[src/rtl/rr_grant_encoder.sv]
// Parametrised request arbiter (fixed priority or round robin) that presents the
// winner as a registered one-hot grant plus binary index with a valid/ack handshake.
module rr_grant_encoder #(
  parameter int N    = 8,
  parameter int W    = 3,
  parameter int MODE = 1
) (
  input  logic         clk,
  input  logic         rst_n,
  input  logic         en,
  input  logic [N-1:0] req,
  input  logic         ack,
  output logic [N-1:0] grant,
  output logic [W-1:0] grant_idx,
  output logic         valid,
  output logic [7:0]   busy_cnt
);

  typedef enum logic {IDLE, GRANT} state_t;

  state_t         state;
  logic [W-1:0]   ptr;
  logic [W-1:0]   next_ptr;
  logic [W-1:0]   base;
  logic [W-1:0]   win_idx;
  logic [W:0]     win_sum;
  logic [N-1:0]   req_rot;
  logic [N-1:0]   win_onehot;
  logic           win_found;

  if (W != $clog2(N) || N < 2 || N > 64) begin : g_param_err
    $error("rr_grant_encoder: N must be 2..64 and W must equal ceil(log2(N))");
  end

  // On an accepted grant the search already starts from the post-update pointer,
  // which is what makes back-to-back grants rotate without a bubble.
  assign next_ptr = (grant_idx == W'(N - 1)) ? '0 : grant_idx + 1'b1;
  assign base     = (MODE == 0) ? '0 : ((state == GRANT) ? next_ptr : ptr);
  assign req_rot  = N'({req, req} >> base);
  assign valid    = (state == GRANT);

  always_comb begin
    win_found  = 1'b0;
    win_sum    = '0;
    win_onehot = '0;
    for (int k = 0; k < N; k++) begin
      if (!win_found && req_rot[k]) begin
        win_found = 1'b1;
        win_sum   = {1'b0, base} + (W+1)'(k);
      end
    end
    if (win_sum >= (W+1)'(N)) win_sum = win_sum - (W+1)'(N);
    win_idx             = win_sum[W-1:0];
    win_onehot[win_idx] = 1'b1;
  end

  always_ff @(posedge clk or negedge rst_n) begin
    if (!rst_n) begin
      state     <= IDLE;
      grant     <= '0;
      grant_idx <= '0;
      busy_cnt  <= '0;
      ptr       <= '0;
    end else begin
      case (state)
        IDLE: begin
          if (en && win_found) begin
            state     <= GRANT;
            grant     <= win_onehot;
            grant_idx <= win_idx;
            busy_cnt  <= '0;
          end
        end
        GRANT: begin
          if (ack) begin
            busy_cnt <= '0;
            if (MODE != 0) ptr <= next_ptr;
            if (en && win_found) begin
              grant     <= win_onehot;
              grant_idx <= win_idx;
            end else begin
              state     <= IDLE;
              grant     <= '0;
              grant_idx <= '0;
            end
          end else if (busy_cnt != 8'hFF) begin
            busy_cnt <= busy_cnt + 8'd1;
          end
        end
        default: state <= IDLE;
      endcase
    end
  end

endmodule
[config.mk]
export PLATFORM = sky130hd
export DESIGN_NAME = rr_grant_encoder
export DESIGN_NICKNAME = d
export VERILOG_FILES = /design/src/rtl/rr_grant_encoder.sv
export SDC_FILE = /design/constraint.sdc
export NUM_CORES = 1
export LEC_CHECK = 0
export CORE_AREA = 2 2 66 68
export CTS_CLUSTER_SIZE = 12
export DETAILED_ROUTE_END_ITERATION = 12
export DIE_AREA = 0 0 68 70
export HOLD_SLACK_MARGIN = 0.15
export PLACE_DENSITY = 0.79
export SYNTH_ARGS = -nofsm -noshare
export SYNTH_HDL_FRONTEND = slang
export SYNTH_SLANG_ARGS = --single-unit
[constraint.sdc]
create_clock -name clk -period 4 [get_ports clk]
set_input_delay 0.6 -clock clk [delete_from_list [all_inputs] [get_ports clk]]
set_output_delay 0.6 -clock clk [all_outputs]
set_load 0.05 [all_outputs]
==> impl_metrics.py, run 1 <==
metrics = {
    "worst_setup_path": {
        "crit_arrival_ps": 3890,
        "critPathKind": "reg2reg",
        "critical_path.max_stage_delay_ps": 580,
        "cp-start-kind": "register",
        "crit_family": "multiplexers",
        "end_kind": "register",
        "reg2reg_slack_ps": 270,
        "cp.buffers_inverters": 0,
        "cp_max_fo": 13,
        "critPathSlowestCell": "mux4_2",
        "reg2reg_depth": 10,
        "cp.depth": 10,
        "crit_required_ps": 4160,
        "worstPathCellList": "ha_1 -> ha_1 -> mux2_4 -> mux4_2 -> mux2_4 -> or4b_4 -> nor4_4 -> and4b_4 -> a21o_4 -> o41ai_2",
    },
    "power": {
        "power_mw": 2.32,
        "power_density_nw_per_um2": 905,
        "irDropWorstVdd_mv": 0.570,
        "leakage_nw": 1.01,
    },
    "yosys": {
        "ys_top_cells_by_area": "dfrtp_1 (27%), mux4_2 (8.5%), mux2i_1 (8.0%), nand2_1 (4.8%), mux2_2 (4.3%)",
        "synth.distinct_cells": 57,
        "yosys_warnings": 0,
        "synthFlopType": "dfrtp_1",
        "yosysTopAreaCellShare_pct": 27.2,
        "syn_inst": 213,
        "yosysMostFrequentCell": "nand2_1",
        "synth_edf_count": 0,
        "synthesis.area_um2": 2120,
        "synth_seq_cells": 23,
        "synth_largest_area_cell": "dfrtp_1",
        "async_reset_ff_share_pct": 100,
        "syn_avg_cell_area_um2": 9.94,
        "mappedNetlistNets": 230,
        "yosysSeqAreaShare_pct": 27.2,
        "ys_top_cells_by_count": "nand2_1 (27), dfrtp_1 (23), mux2i_1 (17), nor2_1 (14)",
    },
    "routing": {
        "drtIter0Drc": 144,
        "wire_per_inst_um": 16.1,
        "dr_total_vias": 1863,
        "ant_nets": 0,
        "avgViaCountPerCell": 6.21,
        "firstDrtPassIters": 4,
        "wirelength_mm": 4.83,
        "drc_errors": 0,
    },
    "timing": {
        "worst_pin_slew_ps": 1030,
        "finalCritPeriodShare_pct": 93.2,
        "period_needed_ps": 3730,
        "max_slew_margin_pct": 31.4,
        "hold_viol_final": 0,
        "setup_violations": 0,
        "hold_slack_ps": 480,
        "skew_ps": 5.11,
        "rsz0062_at_grt": "no",
        "slew_viol_final": 0,
        "fmaxAchievable_mhz": 268,
        "final.setup.tns_ps": 0,
    },
    "hold_path": {
        "hp-class": "reg2reg",
        "holdPathStages": 2,
    },
    "floorplan": {
        "rows": 24,
        "die_h_um": 70,
        "die_w_um": 68,
        "io_pins": 32,
        "die_area_um2": 4760,
        "initial_core_util_pct": 51.1,
        "core_area_um2": 4140,
    },
    "clock_network": {
        "cts_tree": "built",
        "htree_num_levels": 1,
        "path_clk_slew_ps": 70,
        "numCtsBuffers": 3,
        "clk-insertion-delay-late_ps": 260,
        "root_buffer": "clkbuf_8",
        "cts_setup_buffers": 0,
        "clock_path_buffers": 2,
        "cts.sinks": 23,
    },
    "final_layout": {
        "regArea_um2": 576,
        "fillers": 353,
        "area_growth_pct": 21.0,
        "multi_input_comb_area_um2": 1490,
        "layout.nets": 266,
        "diodes": 0,
        "final_layout_size_suffix_gt1_share_pct": 19.8,
    },
    "outcome": {
        "status": "complete, no violations",
    },
    "grt": {
        "grt_pass1_vias": 1753,
        "grt_max_degree": 24,
        "antenna_found_initial": 0,
        "overflow": 0,
        "grt_pass1_wl_mm": 8.18,
        "track_usage_pct": 21.7,
    },
    "run": {
        "max_cap_viol_count": 0,
    },
    "placed_design": {
        "gp_congestion": 0.888,
        "dpl.hpwl_mm": 3.72,
        "numPortBuffers": 31,
    },
}
==> routing by layer <==
| metal | wire length, um | part of all wire [%] | track usage [%] |
|---|---|---|---|
| met4 | 14 | 0.29 | 2.22 |
| met1 | 2120 | 44 | 30.7 |
| met2 | 2460 | 51 | 35.9 |
| met5 | 0 | 0 | 0 |
| met3 | 242 | 5.0 | 3.38 |
==> cell usage in the layout, fill, tap and decap left out, types with 3 or more instances in the layout <==
cell and instances:
a21o_1 3, nand2b_1 3, clkdlybuf4s50_1 31, clkbuf_8 3, mux2i_4 5, nand2_1 27, buf_4 7, dfrtp_1 23
nor2_1 14, o41ai_2 3, nor3_1 6, ha_1 5, xnor2_1 5, mux2_2 8, inv_1 5, mux4_2 8
nand3_1 5, mux2i_1 16, o21ai_0 9, o41ai_1 3, a211oi_1 5, a21oi_1 9
==> power by group <==
group | switching [mW] | leakage [nW] | internal (mW) | total (mW)
combinational | 1.08 | 0.687 | 0.764 | 1.85
sequential | 0.0425 | 0.304 | 0.288 | 0.330
clock | 0.0700 | 0.0228 | 0.0709 | 0.141
==> logic make-up (layout without fill, tap and decap cells) <==
kind of cell,after synthesis,in the layout,synth area share (%)
adders and majority gates,5,5,2.95
DFF,23,23,27.2
xor gates and xnor gates,5,5,2.07
and+or+nand+nor,73,73,17.7
AOI/OAI and AO/OA,54,54,20.0
muxes,40,40,27.1
buffers and inverters,13,48,3.01
==> repair_timing <==
action	4_1_cts	5_1_grt
setup endpoints to repair	0	3
hold buffers	0	0
gates resized for setup	0	1
==> state kept, by name (all words and copies together) (netlist names) <==
register and flops:
busy_cnt 8, grant_idx 3, ptr 3, valid 1, grant 8
==> tightest hold or removal path, delay by kind of cell, from the launching register on <==
family	cells	cell delay [ps]
and+or+nand+nor	1	60
AOI/OAI and AO/OA	1	50
DFF	1	340
==> cell type report <==
cell class                      instances  area share (%)
Multi-Input combinational cell        177            58.2
Sequential cell                        23            22.5
Tap cell                               52            2.54
Timing Repair Buffer                   38            14.2
Inverter                                6           0.879
Clock buffer                            4            1.76
==> worst paths after layout <==
path | from | to
min in group asynchronous | rst_n | busy_cnt[7]
min | grant[4] | grant[4]
max reg2reg | grant_idx[0] | grant[4]
max | grant_idx[0] | grant[4]
max in group asynchronous | rst_n | grant_idx[0]
min reg2reg | grant[4] | grant[4]
==> stage by stage <==
stage,instances,setup slack (ps),cell area (um2),utilization [%]
finish,300,270,2560,61.8
floorplan,213,212,2120,-
detailed placement,296,295,2510,60.5
global placement,296,314,2510,60.5
global route,300,60.8,2560,61.8
CTS,300,269,2550,61.6
(Power assumes the default switching activity.)
==> run 2: changes to the inputs <==
==> config.mk (replaced) <==
export PLATFORM = sky130hd
export DESIGN_NAME = rr_grant_encoder
export DESIGN_NICKNAME = d
export VERILOG_FILES = /design/src/rtl/rr_grant_encoder.sv
export SDC_FILE = /design/constraint.sdc
export NUM_CORES = 1
export LEC_CHECK = 0
export ABC_AREA = 1
export ABC_CLOCK_PERIOD_IN_PS = 4000
export CORE_AREA = 2 2 65 67
export CTS_CLUSTER_SIZE = 12
export DETAILED_ROUTE_END_ITERATION = 12
export DIE_AREA = 0 0 67 69
export HOLD_SLACK_MARGIN = 0.15
export PLACE_DENSITY = 0.8
export SLEW_MARGIN = 30
export SYNTH_ARGS = -nofsm -noshare
export SYNTH_HDL_FRONTEND = slang
export SYNTH_SLANG_ARGS = --single-unit
==> impl_metrics.py, run 2 <==
metrics = {
    "timing": {
        "slew_viol_final": 0,
        "worst_pin_slew_ps": 726,
        "period_needed_ps": 3170,
        "finalCritPeriodShare_pct": 79.2,
        "hold_viol_final": 0,
        "setup_violations": 0,
        "final.setup.tns_ps": 0,
        "max_slew_margin_pct": 51.6,
        "skew_ps": 1.26,
        "rsz0062_at_grt": "no",
        "fmaxAchievable_mhz": 316,
    },
    "routing": {
        "firstDrtPassIters": 4,
        "drc_errors": 0,
        "wirelength_mm": 5.16,
        "dr_total_vias": 2093,
        "ant_nets": 0,
        "drtIter0Drc": 197,
        "wire_per_inst_um": 13.2,
        "avgViaCountPerCell": 5.34,
    },
    "yosys": {
        "syn_inst": 315,
        "synthFlopType": "dfrtp_1",
        "synthAdderAreaFrac_pct": 3.03,
        "yosysSeqAreaShare_pct": 27.8,
        "async_reset_ff_share_pct": 100,
        "syn_avg_cell_area_um2": 6.56,
        "synth_simple_gate_area_share_pct": 49.5,
        "synth.distinct_cells": 30,
        "synth_top_family_by_area": "simple AND/OR/NAND/NOR gates",
        "ys_top_cells_by_count": "nand2_1 (81), nand3_1 (69), inv_1 (33), nor2_1 (25), dfrtp_1 (23)",
        "yosysTopAreaCellShare_pct": 27.8,
        "synthesis.area_um2": 2070,
        "mappedNetlistNets": 332,
        "synth.mux.area_fraction_pct": 0,
        "yosys_warnings": 0,
        "synth-xor-area-share_pct": 2.12,
        "ys_top_cells_by_area": "dfrtp_1 (28%), nand3_1 (17%), nand2_1 (15%), inv_1 (6.0%), nor2_1 (4.5%)",
        "synth_largest_area_cell": "dfrtp_1",
        "synth_seq_cells": 23,
        "yosysMostFrequentCell": "nand2_1",
        "synth-compound-area-share_pct": 6.90,
        "synth_edf_count": 0,
    },
    "clock_network": {
        "cts.sinks": 23,
        "numCtsBuffers": 3,
        "cts_resized": 0,
        "postCtsHoldBufs": 0,
        "clock_path_buffers": 2,
        "cts_tree": "built",
        "path_clk_slew_ps": 80,
        "root_buffer": "clkbuf_8",
        "htree_num_levels": 1,
        "cts_setup_buffers": 0,
        "clk-insertion-delay-late_ps": 270,
    },
    "floorplan": {
        "die_area_um2": 4620,
        "initial_core_util_pct": 52.8,
        "rows": 23,
        "die_w_um": 67,
        "io_pins": 32,
        "die_h_um": 69,
        "core_area_um2": 3910,
    },
    "final_layout": {
        "largestRegisters": "busy_cnt: 8 flops, grant: 8 flops",
        "fillers": 403,
        "final_cells": 392,
        "final_layout_size_suffix_gt1_share_pct": 10.2,
        "layout.nets": 360,
        "area_growth_pct": 16.5,
        "layout_common_cells": "nand2_1 (81), nand3_1 (69), inv_1 (33)",
        "diodes": 0,
        "final_common_cell": "nand2_1",
    },
    "power": {
        "power_density_nw_per_um2": 756,
        "irDropWorstVdd_mv": 0.593,
        "leakage_nw": 1.18,
    },
    "placed_design": {
        "dpl.hpwl_mm": 3.94,
        "placedCellCount": 388,
        "gp_congestion": 0.879,
        "numPortBuffers": 31,
    },
    "worst_setup_path": {
        "crit_arrival_ps": 3360,
        "critPathKind": "reg2reg",
        "cp-start-kind": "register",
        "cp_max_fo": 13,
        "crit_required_ps": 4190,
        "end_kind": "register",
    },
    "grt": {
        "antenna_found_initial": 0,
        "grt_max_degree": 24,
        "track_usage_pct": 24.1,
        "grt_pass1_wl_mm": 8.89,
        "grt_pass1_vias": 2007,
        "overflow": 0,
    },
    "hold_path": {
        "hp-class": "in2async",
    },
    "run": {
        "max_cap_viol_count": 0,
    },
    "outcome": {
        "status": "complete, no violations",
    },
}
[run 2: metal layers]
layer,wire length [um],global-route usage (%),part of all wire (%)
met5,0,0,0
met4,119,8.62,2.3
met3,249,2.61,4.8
met2,2430,39.5,47
met1,2350,32.4,46
[run 2: power breakdown]
group	switching [mW]	leakage (nW)	total [mW]	internal, mW
sequential	0.0440	0.306	0.333	0.289
combinational	0.935	0.853	1.34	0.406
clock	0.0778	0.0255	0.148	0.0698
[run 2: metrics by stage]
step	power (mW)	setup WS, ps	cell area, um2	hold slack [ps]	util, %
final	1.82	834	2410	284	61.5
after floorplan	1.38	1180	2070	304	-
after detailed placement	1.66	854	2360	464	60.3
after CTS	1.81	835	2410	307	61.5
after global placement	1.65	876	2370	466	60.5
after global routing	2.00	534	2410	336	61.5
[run 2: path summary, 6_finish.rpt]
| check | startpoint | end | slack, ps | cells after the start |
|---|---|---|---|---|
| min | rst_n | busy_cnt[6] | 280 | 1 |
| min reg2reg | grant[1] | grant[1] | 490 | 2 |
| max reg2reg | grant_idx[0] | grant_idx[0] | 830 | 17 |
| max | grant_idx[0] | grant_idx[0] | 830 | 17 |
| max in group asynchronous | rst_n | grant[1] | 3370 | 1 |
| min in group clk | grant[1] | grant[1] | 490 | 2 |
[run 2: cell type report]
class | instances | area, um2 | area share [%]
multi-input combinational | 247 | 1270 | 52.8
sequential | 23 | 576 | 23.9
timing repair buffer | 31 | 305 | 12.7
inverter | 37 | 146 | 6.08
tap | 50 | 62.6 | 2.60
clock buffer | 3 | 41.3 | 1.72
clock inverter | 1 | 5.00 | 0.208
[run 2: worst max-delay path, cell delays in order, from the launching register on]
cell     delay, ps
dfrtp_1        430
ha_1           210
ha_1           190
nor2_1         170
nand2_2        200
nand2_2        310
nand2_1        130
nand3_1        100
nand2_1         90
o21ai_2        260
nand4_2        160
nor2_4         180
nand3_2        110
nand2_2        110
nand2_4         70
nand2_2        190
nand2_1         90
o21ai_0         90
[run 2: cells by family after synthesis]
kind of cell             Yosys count
AND/OR/NAND/NOR                  213
XOR/XNOR                           5
AO/OA/AOI/OAI                     24
buffers and inverters             45
flip-flops                        23
adder cells (fa/ha/maj)            5
==> run 3: changes to the inputs <==
--- a/config.mk
+++ b/config.mk
@@ -6,7 +6,7 @@
 export NUM_CORES = 1
 export LEC_CHECK = 0
 export ABC_AREA = 1
-export ABC_CLOCK_PERIOD_IN_PS = 4000
+export ABC_CLOCK_PERIOD_IN_PS = 3200
 export CORE_AREA = 2 2 65 67
 export CTS_CLUSTER_SIZE = 12
 export DETAILED_ROUTE_END_ITERATION = 12
==> constraint.sdc (replaced) <==
create_clock -name clk -period 3.2 [get_ports clk]
set_input_delay 0.48 -clock clk [delete_from_list [all_inputs] [get_ports clk]]
set_output_delay 0.48 -clock clk [all_outputs]
set_load 0.05 [all_outputs]
==> impl_metrics.py, run 3 (synthesis gave the netlist of run 2 again) <==
metrics = {
    "power": {
        "power_density_nw_per_um2": 935,
        "leakage_nw": 1.21,
        "irDropWorstVdd_mv": 0.624,
        "power_mw": 2.30,
    },
    "run": {
        "max_cap_viol_count": 0,
    },
    "timing": {
        "skew_ps": 3.65,
        "finalCritPeriodShare_pct": 89.8,
        "slew_viol_final": 0,
        "fmaxAchievable_mhz": 348,
        "period_needed_ps": 2870,
        "max_slew_margin_pct": 64.8,
        "worst_pin_slew_ps": 527,
        "setup_violations": 0,
        "hold_viol_final": 0,
        "rsz0062_at_grt": "no",
        "final.setup.tns_ps": 0,
    },
    "worst_setup_path": {
        "cp_max_fo": 13,
        "critical_path.max_stage_delay_ps": 420,
        "critPathKind": "reg2reg",
        "end_kind": "register",
        "worstPathCellList": "ha_1 -> ha_1 -> nor2_1 -> nand2_2 -> nand2_4 -> nand2_1 -> nand3_1 -> nand2_1 -> o21ai_2 -> nand4_2 -> nor2_4 -> nand3_2 -> nand2_2 -> nand2_4 -> nand2_4 -> inv_2 -> nand2_1 -> o21ai_1",
        "critPathSlowestCell": "dfrtp_1",
        "crit_family": "simple AND/OR/NAND/NOR gates",
        "cp-start-kind": "register",
        "cp.buffers_inverters": 1,
        "crit_arrival_ps": 3030,
        "crit_required_ps": 3360,
    },
    "routing": {
        "ant_nets": 0,
        "drc_errors": 0,
        "dr_total_vias": 2154,
        "wirelength_mm": 5.24,
        "drtIter0Drc": 211,
        "avgViaCountPerCell": 5.43,
        "wire_per_inst_um": 13.2,
        "firstDrtPassIters": 6,
    },
    "grt": {
        "antenna_found_initial": 0,
        "overflow": 0,
        "grt_max_degree": 24,
        "grt_pass1_vias": 2031,
        "track_usage_pct": 24.0,
        "grt_pass1_wl_mm": 8.98,
    },
    "placed_design": {
        "gp_congestion": 0.949,
        "numPortBuffers": 31,
        "dpl.hpwl_mm": 4.01,
    },
    "floorplan": {
        "die_h_um": 69,
        "rows": 23,
        "io_pins": 32,
        "die_area_um2": 4620,
        "core_area_um2": 3910,
        "die_w_um": 67,
        "initial_core_util_pct": 52.8,
    },
    "clock_network": {
        "root_buffer": "clkbuf_8",
        "cts_setup_buffers": 0,
        "cts.sinks": 23,
        "clk-insertion-delay-late_ps": 270,
        "path_clk_slew_ps": 80,
        "htree_num_levels": 1,
        "cts_tree": "built",
        "clock_path_buffers": 2,
        "numCtsBuffers": 3,
    },
    "final_layout": {
        "largestRegisters": "busy_cnt: 8 flops, grant: 8 flops",
        "layout_common_cells": "nand2_1 (81), nand3_1 (69), inv_1 (33)",
        "layout.nets": 365,
        "area_growth_pct": 18.9,
        "diodes": 0,
        "final_common_cell": "nand2_1",
        "regArea_um2": 576,
        "fillers": 360,
        "multi_input_comb_area_um2": 1280,
        "final_layout_size_suffix_gt1_share_pct": 11.0,
    },
    "hold_path": {
        "hp-class": "reg2reg",
    },
    "outcome": {
        "status": "complete, no violations",
    },
}
==> run 3: cell types whose count changed in the layout (fill, tap and decap cells not counted), sizes merged <==
cell / previous run / this run
buf: 1 / 5
clkbuf: 3 / 4
clkdlybuf4s50: 30 / 31
clkinv: 1 / 0
==> run 3: worst register-to-register path: cells and delay by family (launching register included) <==
family / cells / cell delay [ps]
simple gates: 13 / 1570
flops: 1 / 420
fa+ha+maj: 2 / 390
compound gates: 2 / 310
buf+inv: 1 / 80
==> run 3: report_power, final <==
group / switching (mW) / internal (mW) / leakage, nW
combinational: 1.17 / 0.533 / 0.881
clock: 0.0922 / 0.0890 / 0.0228
sequential: 0.0517 / 0.361 / 0.306
==> run 3: layout make-up <==
| class | count | area share, % |
|---|---|---|
| clock buffer | 4 | 1.83 |
| inverter | 37 | 5.95 |
| multi-input combinational | 247 | 52.1 |
| sequential | 23 | 23.4 |
| tap | 50 | 2.54 |
| timing repair buffer | 36 | 14.1 |
==> run 3: worst paths after layout <==
path,endpoint,from,slack [ps],depth (start not counted)
max in group asynchronous,grant[4],rst_n,2410,2
min in group asynchronous,busy_cnt[5],rst_n,550,2
max reg2reg,busy_cnt[3],grant_idx[0],330,18
min,grant[6],grant[6],480,2
max,busy_cnt[3],grant_idx[0],330,18
min reg2reg,grant[6],grant[6],480,2
==> run 3: metal layers <==
metal | wire length (um) | GRT usage (%) | vias up
met3 | 300 | 2.45 | 7
li1 | - | - | 1104
met4 | 58 | 6.12 | 0
met5 | 0 | 0 | -
met1 | 2370 | 32.6 | 966
met2 | 2520 | 40.3 | 77
==> run 3: timing repair <==
action,4_1_cts,5_1_grt
resized for setup,0,2
endpoints found under the setup margin,0,9
hold buffers,0,0
==> run 3: stage by stage <==
| stage | instance area [um2] | util (%) | std cells | setup slack [ps] | hold WS (ps) |
|---|---|---|---|---|---|
| after floorplan | 2070 | - | 315 | 384 | 184 |
| after global placement | 2400 | 61.4 | 393 | 253 | 463 |
| after detailed placement | 2400 | 61.4 | 393 | 218 | 464 |
| after CTS | 2450 | 62.6 | 397 | 205 | 485 |
| after global routing | 2460 | 62.8 | 397 | 13.7 | 524 |
| final | 2460 | 62.8 | 397 | 325 | 482 |
